`src/rtl/acc_pkg.sv`:
```
// Shared definitions for the psum accumulation sequencer: default geometry,
// derived loop lengths and the sequencer state encoding.
package acc_pkg;

    localparam int unsigned IN_W      = 6;
    localparam int unsigned K_W       = 3;
    localparam int unsigned OUT_W     = 4;
    localparam int unsigned ADDR_BW   = 14;
    localparam int unsigned PSUM_BASE = 0;

    localparam int unsigned LEN_NIJ  = IN_W * IN_W;
    localparam int unsigned LEN_KIJ  = K_W * K_W;
    localparam int unsigned LEN_ONIJ = OUT_W * OUT_W;

    typedef enum logic [2:0] {
        ST_IDLE  = 3'd0,
        ST_CLR   = 3'd1,
        ST_RD    = 3'd2,
        ST_DRAIN = 3'd3,
        ST_OUT   = 3'd4
    } acc_state_e;

    // Counter width able to hold 0..n-1 (at least one bit).
    function automatic int unsigned cnt_bw(input int unsigned n);
        if (n > 32'd1) begin
            return $clog2(n);
        end else begin
            return 32'd1;
        end
    endfunction

endpackage

```
`src/rtl/acc_seq_if.sv`:
```
// Control/SRAM-side bundle of the accumulation sequencer. The sequencer is the
// master (drives the psum SRAM read port and SFU strobes); the system side is
// the slave (issues start/hold and consumes the strobes).
interface acc_seq_if #(
    parameter int unsigned addr_bw = 14
);
    logic               start;
    logic               hold;
    logic               CEN_pmem;
    logic               WEN_pmem;
    logic [addr_bw-1:0] A_pmem;
    logic               acc;
    logic               sfu_clr;
    logic               out_valid;
    logic [7:0]         onij_idx;
    logic               busy;
    logic               done;

    modport master (
        input  start, hold,
        output CEN_pmem, WEN_pmem, A_pmem, acc, sfu_clr, out_valid, onij_idx, busy, done
    );

    modport slave (
        output start, hold,
        input  CEN_pmem, WEN_pmem, A_pmem, acc, sfu_clr, out_valid, onij_idx, busy, done
    );
endinterface

```
`src/rtl/acc_addr_gen.sv`:
```
// Psum read-address generator. Walks kernel offsets (ki,kj) inside one output
// pixel and output pixels (orow,ocol) across a pass, using only incremental
// adds: a kj step moves one kij plane plus one column, a ki step moves one kij
// plane plus one row minus the kj columns already walked.
module acc_addr_gen
    import acc_pkg::*;
#(
    parameter int unsigned in_w      = IN_W,
    parameter int unsigned k_w       = K_W,
    parameter int unsigned out_w     = OUT_W,
    parameter int unsigned addr_bw   = ADDR_BW,
    parameter int unsigned psum_base = PSUM_BASE
) (
    input  logic               clk,
    input  logic               reset,
    input  logic               clr_pix,
    input  logic               step_kij,
    input  logic               step_onij,
    output logic [addr_bw-1:0] addr,
    output logic               last_kij,
    output logic               last_onij
);
    localparam int unsigned KBW = cnt_bw(k_w);
    localparam int unsigned OBW = cnt_bw(out_w);

    localparam logic [KBW-1:0]     K_MAX     = KBW'(k_w - 1);
    localparam logic [KBW-1:0]     K_ONE     = KBW'(1);
    localparam logic [OBW-1:0]     O_MAX     = OBW'(out_w - 1);
    localparam logic [OBW-1:0]     O_ONE     = OBW'(1);
    localparam logic [addr_bw-1:0] BASE      = addr_bw'(psum_base);
    localparam logic [addr_bw-1:0] STEP_KJ   = addr_bw'(in_w * in_w + 1);
    localparam logic [addr_bw-1:0] STEP_KI   = addr_bw'(in_w * in_w + in_w - k_w + 1);
    localparam logic [addr_bw-1:0] STEP_OCOL = addr_bw'(1);
    localparam logic [addr_bw-1:0] STEP_OROW = addr_bw'(in_w - out_w + 1);

    logic [KBW-1:0]     ki_r;
    logic [KBW-1:0]     kj_r;
    logic [OBW-1:0]     orow_r;
    logic [OBW-1:0]     ocol_r;
    logic [addr_bw-1:0] pix_base_r;
    logic [addr_bw-1:0] addr_r;

    assign addr      = addr_r;
    assign last_kij  = (ki_r == K_MAX) && (kj_r == K_MAX);
    assign last_onij = (orow_r == O_MAX) && (ocol_r == O_MAX);

    // Kernel-offset counters and the live read address within one pixel.
    always_ff @(posedge clk) begin
        if (reset) begin
            ki_r   <= '0;
            kj_r   <= '0;
            addr_r <= '0;
        end else if (clr_pix) begin
            ki_r   <= '0;
            kj_r   <= '0;
            addr_r <= pix_base_r;
        end else if (step_kij) begin
            if (kj_r == K_MAX) begin
                kj_r   <= '0;
                ki_r   <= ki_r + K_ONE;
                addr_r <= addr_r + STEP_KI;
            end else begin
                kj_r   <= kj_r + K_ONE;
                addr_r <= addr_r + STEP_KJ;
            end
        end else begin
            ki_r   <= ki_r;
            kj_r   <= kj_r;
            addr_r <= addr_r;
        end
    end

    // Output-pixel counters and the kij0 address of the current pixel.
    always_ff @(posedge clk) begin
        if (reset) begin
            orow_r     <= '0;
            ocol_r     <= '0;
            pix_base_r <= BASE;
        end else if (step_onij) begin
            if (ocol_r == O_MAX) begin
                ocol_r <= '0;
                if (orow_r == O_MAX) begin
                    orow_r     <= '0;
                    pix_base_r <= BASE;
                end else begin
                    orow_r     <= orow_r + O_ONE;
                    pix_base_r <= pix_base_r + STEP_OROW;
                end
            end else begin
                ocol_r     <= ocol_r + O_ONE;
                pix_base_r <= pix_base_r + STEP_OCOL;
            end
        end else begin
            orow_r     <= orow_r;
            ocol_r     <= ocol_r;
            pix_base_r <= pix_base_r;
        end
    end

endmodule

```
`src/rtl/acc_seq.sv`:
```
// Psum accumulation sequencer. For every output pixel: clear the SFU, issue
// len_kij psum reads, strobe acc once per returned word (reads have one cycle
// latency, hence the trailing DRAIN strobe), then flag the finished output.
// Every output is a flop; next values are decided from the current state.
module acc_seq
    import acc_pkg::*;
#(
    parameter int unsigned in_w      = IN_W,
    parameter int unsigned k_w       = K_W,
    parameter int unsigned out_w     = OUT_W,
    parameter int unsigned addr_bw   = ADDR_BW,
    parameter int unsigned psum_base = PSUM_BASE
) (
    input  logic      clk,
    input  logic      reset,
    acc_seq_if.master bus
);
    acc_state_e         state_r, state_nxt_s;
    logic               cen_r, cen_nxt_s;
    logic               acc_r, acc_nxt_s;
    logic               clr_r, clr_nxt_s;
    logic               ov_r, ov_nxt_s;
    logic               busy_r, busy_nxt_s;
    logic               done_r, done_nxt_s;
    logic [7:0]         idx_r, idx_nxt_s;
    logic               clr_pix_s, step_kij_s, step_onij_s;
    logic               last_kij_s, last_onij_s;
    logic [addr_bw-1:0] addr_s;

    acc_addr_gen #(
        .in_w      (in_w),
        .k_w       (k_w),
        .out_w     (out_w),
        .addr_bw   (addr_bw),
        .psum_base (psum_base)
    ) u_addr_gen (
        .clk       (clk),
        .reset     (reset),
        .clr_pix   (clr_pix_s),
        .step_kij  (step_kij_s),
        .step_onij (step_onij_s),
        .addr      (addr_s),
        .last_kij  (last_kij_s),
        .last_onij (last_onij_s)
    );

    // Next state, next registered outputs and address-generator steps.
    always_comb begin
        state_nxt_s = state_r;
        cen_nxt_s   = 1'b1;
        acc_nxt_s   = 1'b0;
        clr_nxt_s   = 1'b0;
        ov_nxt_s    = 1'b0;
        done_nxt_s  = 1'b0;
        busy_nxt_s  = busy_r;
        idx_nxt_s   = idx_r;
        clr_pix_s   = 1'b0;
        step_kij_s  = 1'b0;
        step_onij_s = 1'b0;
        case (state_r)
            ST_IDLE: begin
                if (bus.start) begin
                    state_nxt_s = ST_CLR;
                    busy_nxt_s  = 1'b1;
                    idx_nxt_s   = 8'd0;
                    clr_nxt_s   = 1'b1;
                end else begin
                    busy_nxt_s  = 1'b0;
                end
            end
            ST_CLR: begin
                // Output boundary: the only place a stall is accepted.
                if (bus.hold) begin
                    clr_nxt_s   = 1'b1;
                end else begin
                    state_nxt_s = ST_RD;
                    cen_nxt_s   = 1'b0;
                    clr_pix_s   = 1'b1;
                end
            end
            ST_RD: begin
                acc_nxt_s = 1'b1;
                if (last_kij_s) begin
                    state_nxt_s = ST_DRAIN;
                end else begin
                    cen_nxt_s   = 1'b0;
                    step_kij_s  = 1'b1;
                end
            end
            ST_DRAIN: begin
                state_nxt_s = ST_OUT;
                ov_nxt_s    = 1'b1;
                if (last_onij_s) begin
                    done_nxt_s = 1'b1;
                end else begin
                    done_nxt_s = 1'b0;
                end
            end
            ST_OUT: begin
                step_onij_s = 1'b1;
                if (last_onij_s) begin
                    state_nxt_s = ST_IDLE;
                    busy_nxt_s  = 1'b0;
                end else begin
                    state_nxt_s = ST_CLR;
                    idx_nxt_s   = idx_r + 8'd1;
                    clr_nxt_s   = 1'b1;
                end
            end
            default: begin
                state_nxt_s = ST_IDLE;
                busy_nxt_s  = 1'b0;
            end
        endcase
    end

    // State and output registers.
    always_ff @(posedge clk) begin
        if (reset) begin
            state_r <= ST_IDLE;
            cen_r   <= 1'b1;
            acc_r   <= 1'b0;
            clr_r   <= 1'b0;
            ov_r    <= 1'b0;
            busy_r  <= 1'b0;
            done_r  <= 1'b0;
            idx_r   <= 8'd0;
        end else begin
            state_r <= state_nxt_s;
            cen_r   <= cen_nxt_s;
            acc_r   <= acc_nxt_s;
            clr_r   <= clr_nxt_s;
            ov_r    <= ov_nxt_s;
            busy_r  <= busy_nxt_s;
            done_r  <= done_nxt_s;
            idx_r   <= idx_nxt_s;
        end
    end

    // Writes to the psum SRAM belong to the OFIFO path; this port only reads.
    assign bus.WEN_pmem  = 1'b1;
    assign bus.CEN_pmem  = cen_r;
    assign bus.A_pmem    = addr_s;
    assign bus.acc       = acc_r;
    assign bus.sfu_clr   = clr_r;
    assign bus.out_valid = ov_r;
    assign bus.onij_idx  = idx_r;
    assign bus.busy      = busy_r;
    assign bus.done      = done_r;

endmodule

```
`src/flat_wrapper.sv`:
```
// flat-port wrapper written by rule: the top's interface ports become plain ports
module acc_seq_flat import acc_pkg::*;
#(
    parameter int unsigned in_w      = IN_W,
    parameter int unsigned k_w       = K_W,
    parameter int unsigned out_w     = OUT_W,
    parameter int unsigned addr_bw   = ADDR_BW,
    parameter int unsigned psum_base = PSUM_BASE
)
  (clk, reset, bus_start, bus_hold, bus_CEN_pmem, bus_WEN_pmem, bus_A_pmem, bus_acc, bus_sfu_clr, bus_out_valid, bus_onij_idx, bus_busy, bus_done);
  acc_seq_if #(.addr_bw(addr_bw)) bus_i ();
  input  logic clk;
  input  logic reset;
  input wire logic [$bits(bus_i.start)-1:0] bus_start;
  input wire logic [$bits(bus_i.hold)-1:0] bus_hold;
  output wire logic [$bits(bus_i.CEN_pmem)-1:0] bus_CEN_pmem;
  output wire logic [$bits(bus_i.WEN_pmem)-1:0] bus_WEN_pmem;
  output wire logic [$bits(bus_i.A_pmem)-1:0] bus_A_pmem;
  output wire logic [$bits(bus_i.acc)-1:0] bus_acc;
  output wire logic [$bits(bus_i.sfu_clr)-1:0] bus_sfu_clr;
  output wire logic [$bits(bus_i.out_valid)-1:0] bus_out_valid;
  output wire logic [$bits(bus_i.onij_idx)-1:0] bus_onij_idx;
  output wire logic [$bits(bus_i.busy)-1:0] bus_busy;
  output wire logic [$bits(bus_i.done)-1:0] bus_done;
  assign bus_i.start = bus_start;
  assign bus_i.hold = bus_hold;
  assign bus_CEN_pmem = bus_i.CEN_pmem;
  assign bus_WEN_pmem = bus_i.WEN_pmem;
  assign bus_A_pmem = bus_i.A_pmem;
  assign bus_acc = bus_i.acc;
  assign bus_sfu_clr = bus_i.sfu_clr;
  assign bus_out_valid = bus_i.out_valid;
  assign bus_onij_idx = bus_i.onij_idx;
  assign bus_busy = bus_i.busy;
  assign bus_done = bus_i.done;
  acc_seq #(.in_w(in_w), .k_w(k_w), .out_w(out_w), .addr_bw(addr_bw), .psum_base(psum_base)) u_core (.clk(clk), .reset(reset), .bus(bus_i));
endmodule
```
`config.mk`:
```
export PLATFORM = sky130hd
export DESIGN_NAME = acc_seq_flat
export DESIGN_NICKNAME = d
export VERILOG_FILES = /design/src/rtl/acc_pkg.sv /design/src/rtl/acc_seq_if.sv /design/src/rtl/acc_addr_gen.sv /design/src/rtl/acc_seq.sv /design/src/flat_wrapper.sv
export SDC_FILE = /design/constraint.sdc
export NUM_CORES = 1
export LEC_CHECK = 0
export BUFFER_PORTS_ARGS = -buffer_cell sky130_fd_sc_hd__buf_2
export CORE_MARGIN = 2
export CORE_UTILIZATION = 42
export CTS_CLUSTER_DIAMETER = 80
export CTS_CLUSTER_SIZE = 10
export DETAILED_ROUTE_END_ITERATION = 16
export GPL_TIMING_DRIVEN = 0
export SLEW_MARGIN = 20
export SYNTH_ARGS = -nofsm -noshare
export SYNTH_HDL_FRONTEND = slang
export SYNTH_SLANG_ARGS = --single-unit
export TNS_END_PERCENT = 50
```
`constraint.sdc`:
```
create_clock -name clk -period 1.99 [get_ports clk]
set_input_delay 0.398 -clock clk [delete_from_list [all_inputs] [get_ports clk]]
set_output_delay 0.398 -clock clk [all_outputs]
set_load 0.1 [all_outputs]
```
### Word level (Yosys, flattened, before mapping)

Cells that the tools add are included.

| word-level totals | value |
|---|---|
| bits in registers | 53 |
| input bits | 4 |
| output and inout port bits | 29 |

| operators by class | value |
|---|---|
| $add $sub $neg | 9 |
| equality and inequality tests | 13 |
| mux-type cells | 32 |
| bitwise operators | 2 |
| reduce and logical (&&, ||, !) cells | 13 |

Operators with widths:

| kind | number |
|---|---|
| 14-bit two-way mux | 5 |
| 14-bit by 6-bit adder with 14-bit output, second input constant | 2 |
| 8-bit two-way mux | 2 |
| 8-bit one-hot mux with 2 select lines | 1 |
| 3-bit one-hot mux with 5 select lines | 1 |
| 14-bit by 1-bit adder with 14-bit output, second input constant | 1 |
| 14-bit by 2-bit adder with 14-bit output, second input constant | 1 |
| 1-bit two-way mux | 14 |
| 3-bit two-way mux | 3 |
| 2-bit by 1-bit adder with 2-bit output, second input constant | 4 |
| 8-bit by 1-bit adder with 8-bit output, second input constant | 1 |
| 2-bit equality test, second input constant | 4 |
| 3-bit by 2-bit equality test with 1-bit output, second input constant | 2 |
| 2-bit two-way mux | 3 |
| 2-bit != test, second input constant | 3 |
| 1-bit one-hot mux with 3 select lines | 2 |
| 2-bit AND reduction | 3 |
| 3-bit AND reduction | 2 |
| 2-bit by 1-bit != test with 1-bit output, second input constant | 2 |
| 2-bit nonzero test | 2 |
| 2-bit OR reduction | 2 |
| 3-bit by 1-bit equality test with 1-bit output, second input constant | 1 |
| 3-bit equality test, second input constant | 1 |
| 3-bit zero test | 1 |
| other kinds (4) | 6 |

### Logic depth before layout (Yosys ltp)

| depth | value |
|---|---|
| word-level depth | 6 |
| mapped depth | 8 |

### Cells and area by module

From an unflattened synthesis, not the netlist that was laid out.

| second synthesis, totals | value |
|---|---|
| cells, all modules | 368 |
| area total of the unflattened synthesis | 3037.9 µm² |

By module, submodules not included:

| module | times used | cells an instance | area each (µm²) |
|---|---|---|---|
| acc_addr_gen | 1 | 280 | 2262.2 |
| acc_seq | 1 | 88 | 775.7 |

### Worst setup path before layout

OpenSTA, ideal clock, no wires.

| timing | value |
|---|---|
| kind | reg2reg |
| start point | register u_core.u_addr_gen.addr_r[0], in the netlist u_core.u_addr_gen.addr[0] |
| end point | register u_core.u_addr_gen.addr_r[10], in the netlist u_core.u_addr_gen.addr[10] |
| library setup time | 103 ps |
| arrival | 2337 ps |
| required time | 1887 ps |
| path slack | -450 ps |
| cell stages (with the launch flop) | 7 |
| buffers on the path | 0 |
| path through | dfxtp_1 > ha_1 > nor2_1 > a21oi_1 > o2111a_2 > nor3_1 > a2111oi_2 |

| between the ends | value |
|---|---|
| cells in the longest elaborated chain, start to end | 4 |
| elaborated cells between the ends (all ways) | 5 |

Ends and longest elaborated chain:

| item | line | RTL |
|---|---|---|
| from (decl) | acc_addr_gen.sv:41 | `logic [addr_bw-1:0] addr_r;` |
| from (signal assigned) | acc_addr_gen.sv:56 | `addr_r <= pix_base_r;` |
| from (signal assigned) | acc_addr_gen.sv:61 | `addr_r <= addr_r + STEP_KI;` |
| from (signal assigned) | acc_addr_gen.sv:64 | `addr_r <= addr_r + STEP_KJ;` |
| 14-bit by 6-bit adder with 14-bit output, on equally long branches | acc_addr_gen.sv:64, acc_addr_gen.sv:61 |  |
| 14-bit two-way mux * | acc_addr_gen.sv:58 | `if (kj_r == K_MAX) begin` |
| 14-bit two-way mux * | acc_addr_gen.sv:57 | `end else if (step_kij) begin` |
| 14-bit two-way mux * | acc_addr_gen.sv:53 | `end else if (clr_pix) begin` |

Every way passes the cells marked *; elsewhere a longest branch is shown, timed or not. The select of a mux whose other input is x is not followed.
A chain may end at the register's enable or synchronous reset.

### Worst setup path after layout

| timing | value |
|---|---|
| start point | register u_core.u_addr_gen.pix_base_r[4] |
| end point | register u_core.u_addr_gen.pix_base_r[12] |

| between the ends | value |
|---|---|
| cells in the longest elaborated chain, start to end | 3 |
| elaborated cells between the ends (all ways) | 4 |

Ends and longest elaborated chain:

| item | line | RTL |
|---|---|---|
| from (decl) | acc_addr_gen.sv:40 | `logic [addr_bw-1:0] pix_base_r;` |
| from (signal assigned) | acc_addr_gen.sv:87 | `pix_base_r <= pix_base_r + STEP_OROW;` |
| from (signal assigned) | acc_addr_gen.sv:91 | `pix_base_r <= pix_base_r + STEP_OCOL;` |
| from (signal assigned) | acc_addr_gen.sv:96 | `pix_base_r <= pix_base_r;` |
| 14-bit by 2-bit adder with 14-bit output | acc_addr_gen.sv:87 |  |
| 14-bit two-way mux | acc_addr_gen.sv:82 | `if (orow_r == O_MAX) begin` |
| 14-bit two-way mux * | acc_addr_gen.sv:80 | `if (ocol_r == O_MAX) begin` |

Every way passes the cells marked *; elsewhere a longest branch is shown, timed or not.

==> key figures <==
Critical path
  • Slowest cell on the critical path: dfxtp_1
  • Setup CP Type: reg2reg
  • Critical Path Fanout Max: 9
  • Worst path arrival time: 2.15 ns
  • CP endpoint kind: register
  • Start point of the critical path: u_core.u_addr_gen.pix_base_r[4]
  • R2r startpoint: u_core.u_addr_gen.pix_base_r[4]
  • Crit-path cells: nand4_4 -> or3_1 -> or4_1 -> a21oi_1
  • Critical Path RT: 2.24 ns
  • CP max stage delay: 0.55 ns
  • Startpoint types: register
  • Reg2Reg Setup Slack: 0.09 ns

Yosys
  • Post-Syn Nets: 338
  • Mapped Cells: 326
  • Synth Register Bits: 53
  • EDFF count, synth: 0
  • Synth warn: 0
  • Most used DFF post-synth: dfxtp_1
  • Share of synthesized registers carrying an async set or reset: 0
  • Sequential cell area fraction in the yosys report: 0.381
  • Synth Cell Area: 2780 um2
  • Syn_area_per_cell: 8.54 um2
  • Post-synth cell types: 62

Routing
  • Via Count: 2496
  • Met2 wire length: 2960 um
  • Highest routed metal layer: met4
  • Vias per cell: 5.65
  • M1 WL: 3270 um
  • Antenna Nets Post-Route: 0
  • Routed WL: 6560 um
  • First drt pass iteration count: 4
  • WL/cell: 14.9 um
  • DR DRC count: 0
  • Routed wl met3: 284 um
  • Initial drt markers: 117

STA
  • Fin Clk Skew: 0.0102 ns
  • RSZ-0062 raised after global routing: no
  • F_max: 526 MHz
  • Clock period minus worst slack: 1.90 ns
  • Setup_tns: 0 ns
  • Actual slew at the worst max-slew pin: 0.649 ns
  • WHS: 0.376 ns
  • Hold Fails Final Rpt: 0
  • Final setup viols: 0
  • Worst slew margin: 0.567
  • Tcrit/Tclk final: 0.955
  • Final setup margin: 0.0902 ns
  • Max-slew violations: 0

Clock network
  • Worst-skew pair later-pin latency: 0.31 ns
  • CTS Hold Bufs: 0
  • CTS tree: done
  • CTS root buffer: clkbuf_8
  • Clock buffer depth: 2
  • H-tree depth: 2
  • TritonCTS Buffers: 5
  • CTS sink count: 53
  • Worst-path clk slew: 0.10 ns

Layout
  • Synth-to-Final Area Change: 14.4%
  • Share of layout cells above drive strength 1: 0.211
  • Most common cell after layout, fill and taps aside: dfxtp_1
  • Fillers: 642
  • Nets: 376
  • Antenna Cells: 0
  • Post-route cell area: 3180 um2
  • Layout Cells excl Fill: 442
  • Most frequent cells in the layout: 44 x dfxtp_1, 35 x buf_2, 31 x nor2_1, 29 x a21oi_1, 29 x nand2_1

Global routing
  • Vias in the first global route: 2154
  • Initial antenna violation count: 0
  • Largest net degree at the start of global routing: 17
  • Grt ovf: 0
  • First-pass GRT wire length: 10900 um
  • Global-route usage over all layers: 0.185

Placed design
  • Placed cells: 434
  • Dpl ws: -0.0211 ns
  • Placer Congestion: 0.787
  • PortBufs: 31
  • Placed Area: 3050 um2
  • Detail Placement HPWL: 4660 um

Floorplan
  • Die area: 7300 um2
  • CORE AREA: 6390 um2
  • IO Count: 33
  • FP Rows: 29
  • Die height: 85.4 um
  • Die X: 85.4 um
  • Initial Util: 0.436

Power
  • Pint: 1.50 mW
  • Psw: 685 uW
  • Pwr Density: 687 nW/um2
  • Gate power share: 0.171
  • Clk pwr share: 0.319
  • Reg power frac: 0.510
  • Net Sw Frac: 0.313
  • Maximum VDD drop: 333 uV
  • Static Leak: 1.18 nW

Min path
  • Hold path start: bus_start
  • Worst Hold Class: in2reg

Run status
  • Status: finished clean

Job
  • Max_cap viols: 0
-- state kept, by name, indices dropped and copies added, names as in the netlist --
name,count
u_core.bus.sfu_clr,1
u_core.bus.onij_idx,8
u_core.state_r,3
u_core.u_addr_gen.ocol_r,2
u_core.bus.busy,1
u_core.u_addr_gen.pix_base_r,14
u_core.u_addr_gen.kj_r,2
u_core.u_addr_gen.addr,14
u_core.bus.CEN_pmem,1
u_core.bus.out_valid,1
u_core.bus.acc,1
u_core.u_addr_gen.ki_r,2
u_core.u_addr_gen.orow_r,2
u_core.bus.done,1
-- what timing repair did --
item | CTS | global route
pin swaps | 0 | 1
buffers inserted | 0 | 0
endpoints found under the setup margin | 10 | 23
resized for setup | 1 | 9
-- final timing paths --
| check | endpoint | cells after the start |
|---|---|---|
| max | u_core.u_addr_gen.pix_base_r[12] | 4 |
| min | u_core.state_r[0] | 3 |
| max reg2reg | u_core.u_addr_gen.pix_base_r[12] | 4 |
| min reg2reg | u_core.u_addr_gen.ocol_r[1] | 2 |
-- layout make-up --
class / instances / area (um2) / share of cell area
Clock inverter: 1 / 8.76 / 0.00275
Tap cell: 77 / 96.3 / 0.0303
Clock buffer: 7 / 97.6 / 0.0306
Timing Repair Buffer: 31 / 155 / 0.0487
Multi-Input combinational cell: 247 / 1600 / 0.503
Sequential cell: 53 / 1080 / 0.338
Inverter: 7 / 26.3 / 0.00825
Buffer: 19 / 121 / 0.0381
-- kinds of logic after synthesis --
| family | after synthesis | synth area share |
|---|---|---|
| and+or+nand+nor | 127 | 0.237 |
| AOI/OAI and AO/OA | 88 | 0.220 |
| DFF | 53 | 0.381 |
| buffers and inverters | 26 | 0.0512 |
| xor gates and xnor gates | 21 | 0.0661 |
| adders and majority gates | 8 | 0.0360 |
| muxes | 2 | 0.00719 |
| other | 1 | 0.00135 |
-- metal layers --
metal | GRT usage | vias to the layer above
li1 | - | 1257
met2 | 0.295 | 65
met1 | 0.266 | 1169
met4 | 0.0390 | 0
met3 | 0.0292 | 5
met5 | 0 | -
-- power by group through the flow --
stage	combinational, mW	sequential (mW)	clock (mW)
floorplan	0.161	1.28	0
global placement	0.368	1.14	0
detailed placement	0.368	1.14	0
CTS	0.372	1.11	0.723
global route	0.400	1.12	0.763
finish	0.374	1.12	0.698
-- per-stage QoR --
| stage | power (mW) | utilization |
|---|---|---|
| CTS | 2.21 | 0.496 |
| global route | 2.28 | 0.499 |
| detailed placement | 1.51 | 0.478 |
| finish | 2.19 | 0.499 |
| floorplan | 1.44 | - |
| global placement | 1.51 | 0.478 |
-- cells in the mapped netlist, types with 4 or more instances --
| master | instances | area share |
|---|---|---|
| nand2_1 | 29 | 0.039 |
| xor2_1 | 13 | 0.041 |
| xnor2_1 | 8 | 0.025 |
| clkbuf_1 | 6 | 0.0081 |
| ha_1 | 8 | 0.036 |
| a22oi_1 | 7 | 0.019 |
| o21ai_0 | 14 | 0.025 |
| nand3_1 | 11 | 0.020 |
| a21oi_1 | 30 | 0.054 |
| inv_1 | 7 | 0.0094 |
| nor3_1 | 20 | 0.036 |
| o211ai_1 | 5 | 0.013 |
| nor2_1 | 32 | 0.043 |
| dfxtp_1 | 53 | 0.38 |
| nand2b_1 | 4 | 0.0090 |
| buf_6 | 4 | 0.016 |
| buf_2 | 5 | 0.0090 |
-- critical path: cells and delay by family (launching register included) --
kind	cells	cell delay, ns
AOI/OAI and AO/OA	1	0.15
DFF	1	0.55
and+or+nand+nor	3	1.15
No activity file was read; power rests on OpenSTA's default activity.
